===== src/rtl/alu_cmd_driver.sv =====
// Drives a 4-bit combinational ALU from a queued command stream and returns its settled outputs on a valid/ready port.
// Build macro ALU_CHECK_EN adds a golden-model compare and the sticky chk_err output.
module alu_cmd_driver #(
    parameter int DEPTH  = 4,
    parameter int SETTLE = 1
) (
    input  logic       clk,
    input  logic       rst,
    input  logic       cmd_valid,
    output logic       cmd_ready,
    input  logic [2:0] cmd_func,
    input  logic [3:0] cmd_a,
    input  logic [3:0] cmd_b,
    output logic [3:0] alu_a,
    output logic [3:0] alu_b,
    output logic [2:0] alu_func,
    input  logic [3:0] alu_result,
    input  logic       alu_z,
    input  logic       alu_l,
    output logic       rsp_valid,
    input  logic       rsp_ready,
    output logic [3:0] rsp_result,
    output logic       rsp_z,
    output logic       rsp_l,
    output logic [2:0] rsp_func,
    output logic       busy,
    output logic [7:0] done_cnt
`ifdef ALU_CHECK_EN
    ,
    output logic       chk_err
`endif
);

    localparam int AW = (DEPTH > 1) ? $clog2(DEPTH) : 1;
    localparam int CW = (SETTLE > 1) ? $clog2(SETTLE) : 1;
    localparam logic [AW:0]   FULL_CNT = (AW+1)'(DEPTH);
    localparam logic [CW-1:0] LAST_CNT = CW'(SETTLE - 1);

    typedef enum logic [1:0] {IDLE, ISSUE, RESP} state_t;

    typedef struct packed {
        logic [2:0] func;
        logic [3:0] a;
        logic [3:0] b;
    } cmd_t;

    state_t          state, state_next;
    cmd_t            mem [DEPTH];
    cmd_t            head;
    logic [AW-1:0]   wr_ptr, rd_ptr;
    logic [AW:0]     count, count_next;
    logic [CW-1:0]   settle_cnt;
    logic            push, pop, capture, rsp_hs;

    assign push    = cmd_valid && cmd_ready;
    assign pop     = (state == IDLE) && (count != '0);
    assign capture = (state == ISSUE) && (settle_cnt == LAST_CNT);
    assign rsp_hs  = (state == RESP) && rsp_valid && rsp_ready;
    assign head    = mem[rd_ptr];

    // NOTE: sequential state uses <= so every register updates from pre-edge values.
    always_ff @(posedge clk) begin
        if (rst) state <= IDLE;
        else     state <= state_next;
    end

    // NOTE: defaults come first so no path through the block leaves a latch.
    always_comb begin
        state_next = state;
        unique case (state)
            IDLE:    if (pop)     state_next = ISSUE;
            ISSUE:   if (capture) state_next = RESP;
            RESP:    if (rsp_hs)  state_next = IDLE;
            default:              state_next = IDLE;
        endcase
    end

    always_comb begin
        count_next = count;
        if (push && !pop)      count_next = count + 1'b1;
        else if (pop && !push) count_next = count - 1'b1;
    end

    // cmd_ready is the registered complement of the full flag, so a full FIFO refuses even while popping
    always_ff @(posedge clk) begin
        if (rst) begin
            wr_ptr    <= '0;
            rd_ptr    <= '0;
            count     <= '0;
            cmd_ready <= 1'b1;
        end else begin
            if (push) wr_ptr <= wr_ptr + 1'b1;
            if (pop)  rd_ptr <= rd_ptr + 1'b1;
            count     <= count_next;
            cmd_ready <= (count_next != FULL_CNT);
        end
    end

    // NOTE: the storage array has no reset; count guarantees stale entries are never popped.
    always_ff @(posedge clk) begin
        if (push) mem[wr_ptr] <= '{func: cmd_func, a: cmd_a, b: cmd_b};
    end

    always_ff @(posedge clk) begin
        if (rst) begin
            alu_a      <= '0;
            alu_b      <= '0;
            alu_func   <= '0;
            settle_cnt <= '0;
            rsp_valid  <= 1'b0;
            rsp_result <= '0;
            rsp_z      <= 1'b0;
            rsp_l      <= 1'b0;
            rsp_func   <= '0;
            busy       <= 1'b0;
            done_cnt   <= '0;
        end else begin
            busy <= (state_next != IDLE);
            if (pop) begin
                alu_a      <= head.a;
                alu_b      <= head.b;
                alu_func   <= head.func;
                settle_cnt <= '0;
            end else if (state == ISSUE) begin
                settle_cnt <= settle_cnt + 1'b1;
            end
            if (capture) begin
                rsp_result <= alu_result;
                rsp_z      <= alu_z;
                rsp_l      <= alu_l;
                rsp_func   <= alu_func;
                rsp_valid  <= 1'b1;
            end else if (rsp_hs) begin
                rsp_valid <= 1'b0;
                done_cnt  <= done_cnt + 1'b1;
            end
        end
    end

`ifdef ALU_CHECK_EN
    // Reference ALU: results wrap mod 16; LESS/EQ report only through L/Z with result 0
    function automatic logic [5:0] golden(input logic [2:0] f, input logic [3:0] a, input logic [3:0] b);
        logic [3:0] r;
        logic       z, l;
        r = '0;
        z = 1'b0;
        l = 1'b0;
        case (f)
            3'd0:    r = a + b;
            3'd1:    r = a - b;
            3'd2:    r = ~a;
            3'd3:    r = a & b;
            3'd4:    r = a | b;
            3'd5:    r = a ^ b;
            3'd6:    l = (a < b);
            default: z = (a == b);
        endcase
        return {r, z, l};
    endfunction

    always_ff @(posedge clk) begin
        if (rst)
            chk_err <= 1'b0;
        else if (capture && ({alu_result, alu_z, alu_l} != golden(alu_func, alu_a, alu_b)))
            chk_err <= 1'b1;
    end
`endif

endmodule


===== config.mk =====
export PLATFORM = sky130hd
export DESIGN_NAME = alu_cmd_driver
export DESIGN_NICKNAME = d
export VERILOG_FILES = /design/src/rtl/alu_cmd_driver.sv
export SDC_FILE = /design/constraint.sdc
export NUM_CORES = 1
export LEC_CHECK = 0
export CAP_MARGIN = 20
export CORE_UTILIZATION = 45
export CTS_BUF_LIST = sky130_fd_sc_hd__clkbuf_4
export CTS_CLUSTER_DIAMETER = 30
export CTS_CLUSTER_SIZE = 10
export DETAILED_ROUTE_END_ITERATION = 8
export GPL_ROUTABILITY_DRIVEN = 1
export GPL_TIMING_DRIVEN = 0
export PLACE_DENSITY_LB_ADDON = 0.1
export SYNTH_ARGS = -nofsm -noshare
export SYNTH_HDL_FRONTEND = slang
export SYNTH_SLANG_ARGS = --single-unit

===== constraint.sdc =====
create_clock -name clk -period 2 [get_ports clk]
set_clock_uncertainty 0.15 [all_clocks]
set_input_delay 0.6 -clock clk [delete_from_list [all_inputs] [get_ports clk]]
set_output_delay 0.6 -clock clk [all_outputs]
set_load 0.01 [all_outputs]

==> After elaboration in Yosys (flattened, before gate mapping) <==
Memory sizes are Yosys's and may differ from the RTL's. A register that Yosys moved wholly into a read port is not among the register bits.
Index checks and enable logic that the tools add are counted.
{ "classes": {"n_addsub": 6, "mux": 10, "reduce_logical": 15, "n_bitwise": 2, "eq_ne": 3} }
{ "ops": {"columns": ["cell", "n"], "rows": [
  ["8-bit by 1-bit adder with 8-bit output, second input constant", 1],
  ["1-bit logical AND", 7],
  ["2-bit two-way mux", 3],
  ["3-bit two-way mux", 2],
  ["2-bit case mux with 3 select lines", 1],
  ["2-bit by 1-bit adder with 2-bit output, second input constant", 2],
  ["1-bit two-way mux", 4],
  ["2-bit nonzero test", 2],
  ["3-bit by 1-bit adder with 3-bit output, second input constant", 1],
  ["3-bit inequality test, second input constant", 1],
  ["3-bit nonzero test", 1],
  ["3-bit by 1-bit subtractor with 3-bit output, second input constant", 1],
  ["2-bit by 1-bit == test with 1-bit output, second input constant", 1],
  ["2-bit == test, second input constant", 1],
  ["1-bit logical NOT", 2],
  ["2-bit logical NOT", 1],
  ["1-bit inverter", 2],
  ["2-bit AND reduction", 1],
  ["2-bit OR reduction", 1],
  ["1-bit adder, second input constant", 1]
]} }
{ "totals": {"ram_bits": 44, "n_memories": 1, "inputBits": 21, "word_cells": 50, "output_inout_bits": 31, "reg_bits": 30} }
{ "mem_list": {"columns": ["memory", "depth", "word_bits", "rd", "rd_clocked_by_memory_dff", "write_ports", "line_no", "rtl"], "rows": [
  ["mem", 4, 11, 1, 1, 1, "48", "cmd_t mem [DEPTH];"]
]} }

==> Logic depth before layout (Yosys ltp) <==
{ "logic_depth": {"ltp_word": 6, "ltp_mapped": 7, "depth_no_buf": 6} }

==> Least setup slack after synthesis <==
Ideal clock, no wire load.
{ "synth_timing": {"path_kind": "register to register", "start": "reg count[0]", "end": "reg count[2]", "arrival_ns": 1.412, "path_buffers": 0, "setup_slack_ns": 0.318, "period_less_slack_ns": 1.682, "path_stages_with_launch": 7, "t_required_ns": 1.730, "setup_time_ns": 0.120, "path_cell_list": "dfxtp_1 -> inv_1 -> ha_1 -> and2b_2 -> o211ai_1 -> a211oi_1 -> or2_1"} }
{ "synth_via": {"elab_chain_len": 5, "elab_cells_between_ends": 9, "classes_between": "add/sub (2); mux (2); reduce/logical (5)"} }
{ "synth_lines": {"columns": ["item", "line_no", "rtl"], "rows": [
  ["from (decl)", "51", "logic [AW:0] count, count_next;"],
  ["from (signal assigned)", "94", "count <= count_next;"],
  ["parallel branches: the longest is 4 deep, another holds 3-bit by 1-bit subtractor with 3-bit output", null, null],
  ["3-bit two-way mux (*)", "80", "if (push && !pop) count_next = count + 1'b1;"]
]} }
Every way passes the cells marked *.
A chain may end at the register's enable or synchronous reset.

==> Worst setup path in the final report <==
{ "layout_timing": {"start": "in cmd_valid", "end": "reg cmd_ready"} }
{ "layout_via": {"elab_chain_len": 6, "elab_cells_between_ends": 7, "classes_between": "eq/ne (1); mux (2); reduce/logical (4)"} }
{ "layout_lines": {"columns": ["item", "line_no", "rtl"], "rows": [
  ["from (decl)", "9", "input logic cmd_valid,"],
  ["1-bit logical AND (*)", "55", "assign push = cmd_valid && cmd_ready;"],
  ["1-bit logical NOT", "81", "else if (pop && !push) count_next = count - 1'b1;"],
  ["1-bit logical AND", "81", null],
  ["3-bit two-way mux", "81", null],
  ["3-bit two-way mux (*)", "80", null],
  ["3-bit inequality test (*)", "95", "cmd_ready <= (count_next != FULL_CNT);"],
  ["to (signal assigned)", "95", null],
  ["to (decl)", "10", "output logic cmd_ready,"]
]} }
Mark *: on every way between the ends. The rest lies on a longest branch, timed or not.

==> summary.txt <==
Global routing
  • Largest net degree at the start of global routing: 18
  • First-pass GRT wire length: 9.660 mm
  • Vias in the first global route: just under 2000
  • GR Layer Usage met2: 0.2769
  • Met3 usage: 0.03825
  • Gr busiest metal: met2
  • Tot GR Track Use: 0.1722
  • Grt ovf: 0
  • Met1 Track Usage GR: 0.2222
  • Initial antenna violation count: 0

Final layout
  • Final nets: 346
  • Fin area: 4140 um2
  • Number of inserted diodes: 0
  • Finished Layout Cells: around 420
  • Layout cell share with drive strength beyond 1: 0.1677
  • Layout overhead on the synthesized area: 23.52%

Placement
  • GP Congestion: 0.8073
  • Dpl ws: -383.3 ps
  • Dpl cells: 403
  • Port Buf Inserts: 51
  • Final HPWL DP: 4.212 mm
  • Placed Area: 3986 um2

Clocking
  • TritonCTS clock tree: built
  • # clock sinks: 85
  • CTS buffer count: 9
  • Clock slew at reported path FFs: 130 ps
  • Hold_buf cts: 0
  • CTS H-tree depth: 3
  • Longest Clk Path Bufs: 2
  • Worst-skew pair later-pin latency: 430 ps
  • Clock root buffer: clkbuf_4

Synthesis
  • Top-count cell post-synth: edfxtp_1
  • Async set-reset flop share out of synthesis: 0
  • Post-synth cell types: 42
  • Area contributors post-synth: edfxtp_1, dfxtp_1, mux4_2
  • Warning count from the yosys run: 0
  • Post-synth top area share: 0.3942
  • Syn Area/Cell: 13.25 um2
  • Synth Instances: between 200 and 300
  • Syn Std Cell Area: 3352 um2
  • Area leader, netlist: edfxtp_1
  • Synth Register Bits: between 80 and 90
  • Post-synthesis sequential area ratio: 0.6390
  • Syn Nets: around 280
  • Commonest cells in the netlist: edfxtp_1, dfxtp_1, nand2_1
  • Number of synthesized flops with an enable pin: 44
  • Main synth FF type: edfxtp_1

Job
  • # Max-Cap Violations: 0

Worst setup path
  • Startpoint types: input pin
  • Critical path type: input pin to register
  • Crit path DAT: a little over 2000 ps
  • CP max FO: 6
  • Crit-path slowest cell: clkdlybuf4s50_1
  • Slowest stage delay, CP: 560 ps
  • Worst Path Required: 2150 ps
  • R2R cell count: 6
  • Critical-path cell list: clkdlybuf4s50_1 > and2_0 > buf_2 > o211ai_1 > a211oi_1 > o22ai_1
  • Worst Setup End Kind: register

STA
  • Achievable frequency: approximately 520 MHz
  • Final Worst Setup Slack: 83.35 ps
  • Final-report hold violation count: 0
  • Min cycle time layout: between 1500 and 2000 ps
  • Pins over their slew limit: 0
  • Tightest Pin Transition: 462.8 ps
  • # setup viols final: 0
  • Max_slew headroom: 0.6915
  • RSZ-0062 raised after global routing: false
  • Setup TNS: 0 ps
  • Tcrit/Tclk final: 0.9583

Die
  • Die H: about 90 um
  • Starting Density: 0.4646
  • Full die area: 7798 um2
  • Total core area: 7214 um2
  • Core Rows: 31
  • IO Pins: 52
  • Chip width: just under 90 um

Detailed routing
  • Routed len/inst: 14.48 um
  • # DRC: 0
  • Vias per cell: 4.986
  • Detailed Route Iter0 Violations: 53
  • Routed vias: 2099
  • DRT Pass-1 Iters: 4
  • Final antenna-violating net count: 0
  • Aggregate routed wire length: about 6 mm

Run status
  • Status: complete, no violations

Pwr
  • Pwr/cell area: 1255 nW/um2
  • Leak: roughly 0.0016 uW
  • Power Total: 5197 uW
  • Peak VDD IR: between 0.0005 and 0.0006 V

Hold path
  • Hold Path Stages: 2
  • Min-delay worst type: register to register
## worst max-delay path: cells and delay by family
| kind | cells | cell delay, ps |
|---|---|---|
| buf+inv | 2 | 750 |
| compound gates | 3 | 580 |
| simple gates | 1 | 140 |
## logic make-up after synthesis
kind of cell,after synthesis,synth area share
AO/OA/AOI/OAI,26,0.04629
XOR/XNOR,10,0.02613
adder cells (fa/ha/maj),8,0.02986
buffers and inverters,16,0.02351
flip-flops,85,0.6390
multiplexers,20,0.1030
AND/OR/NAND/NOR,88,0.1321
## layer usage
metal | share of wire | routed length (um)
met1 | 0.46 | 2788
met2 | 0.47 | 2875
met3 | 0.053 | 321
met4 | 0.018 | 108
met5 | 0 | 0
## registers in the layout, summed over array words and instances (netlist names), 2 cells and up
| register | cells |
|---|---|
| done_cnt | 8 |
| rsp_result | 4 |
| rd_ptr | 2 |
| wr_ptr | 2 |
| state | 2 |
| rsp_func | 3 |
| alu_func | 3 |
| count | 3 |
| alu_a | 4 |
| alu_b | 4 |
| mem | 44 |
## power breakdown
part	internal, uW	switching [uW]	leakage (uW)
Combinational	812	949	0.000754
Sequential	2170	200	0.000744
Clock	414	651	0.0000825
## layout make-up
type	count	area [um2]
Inverter	5	18.77
Clock inverter	7	88.84
Clock buffer	9	67.56
Sequential cell	85	2162
Timing Repair Buffer	53	486.7
Fill cell	652	3074
Multi-Input combinational cell	152	1131
Buffer	11	61.31
Tap cell	99	123.9
## path summary, 6_finish.rpt
check / startpoint / end / slack (ps)
setup / recovery: cmd_valid / cmd_ready / 80
hold / removal: alu_a[3] / alu_a[3] / 310
setup reg to reg: count[0] / cmd_ready / 140
hold reg to reg: alu_a[3] / alu_a[3] / 310
## through the flow
| stage | hold WS [ps] | util |
|---|---|---|
| after floorplan | 319.2 | - |
| after global placement | 294.0 | 0.5525 |
| after CTS | 314.0 | 0.5737 |
| after detailed placement | 297.8 | 0.5525 |
| final | 312.3 | 0.5739 |
| after global routing | 348.7 | 0.5739 |
## layout by cell type, fill, tap and decap left out, types with 8 or more instances in the layout
master            n
nand2_1          33
a21oi_1          18
nor2_1           20
mux4_2            9
dfxtp_1          31
ha_1              8
clkbuf_4          9
edfxtp_1         44
dlygate4sd2_1    31
mux2i_1           9
clkdlybuf4s50_1  20
## timing repair
item,in CTS,in global routing
setup buffers,2,0
endpoints found under the setup margin,31,7
gates resized for setup,44,1
endpoints found under the hold margin,0,0
No activity file was read; power rests on OpenSTA's default activity.
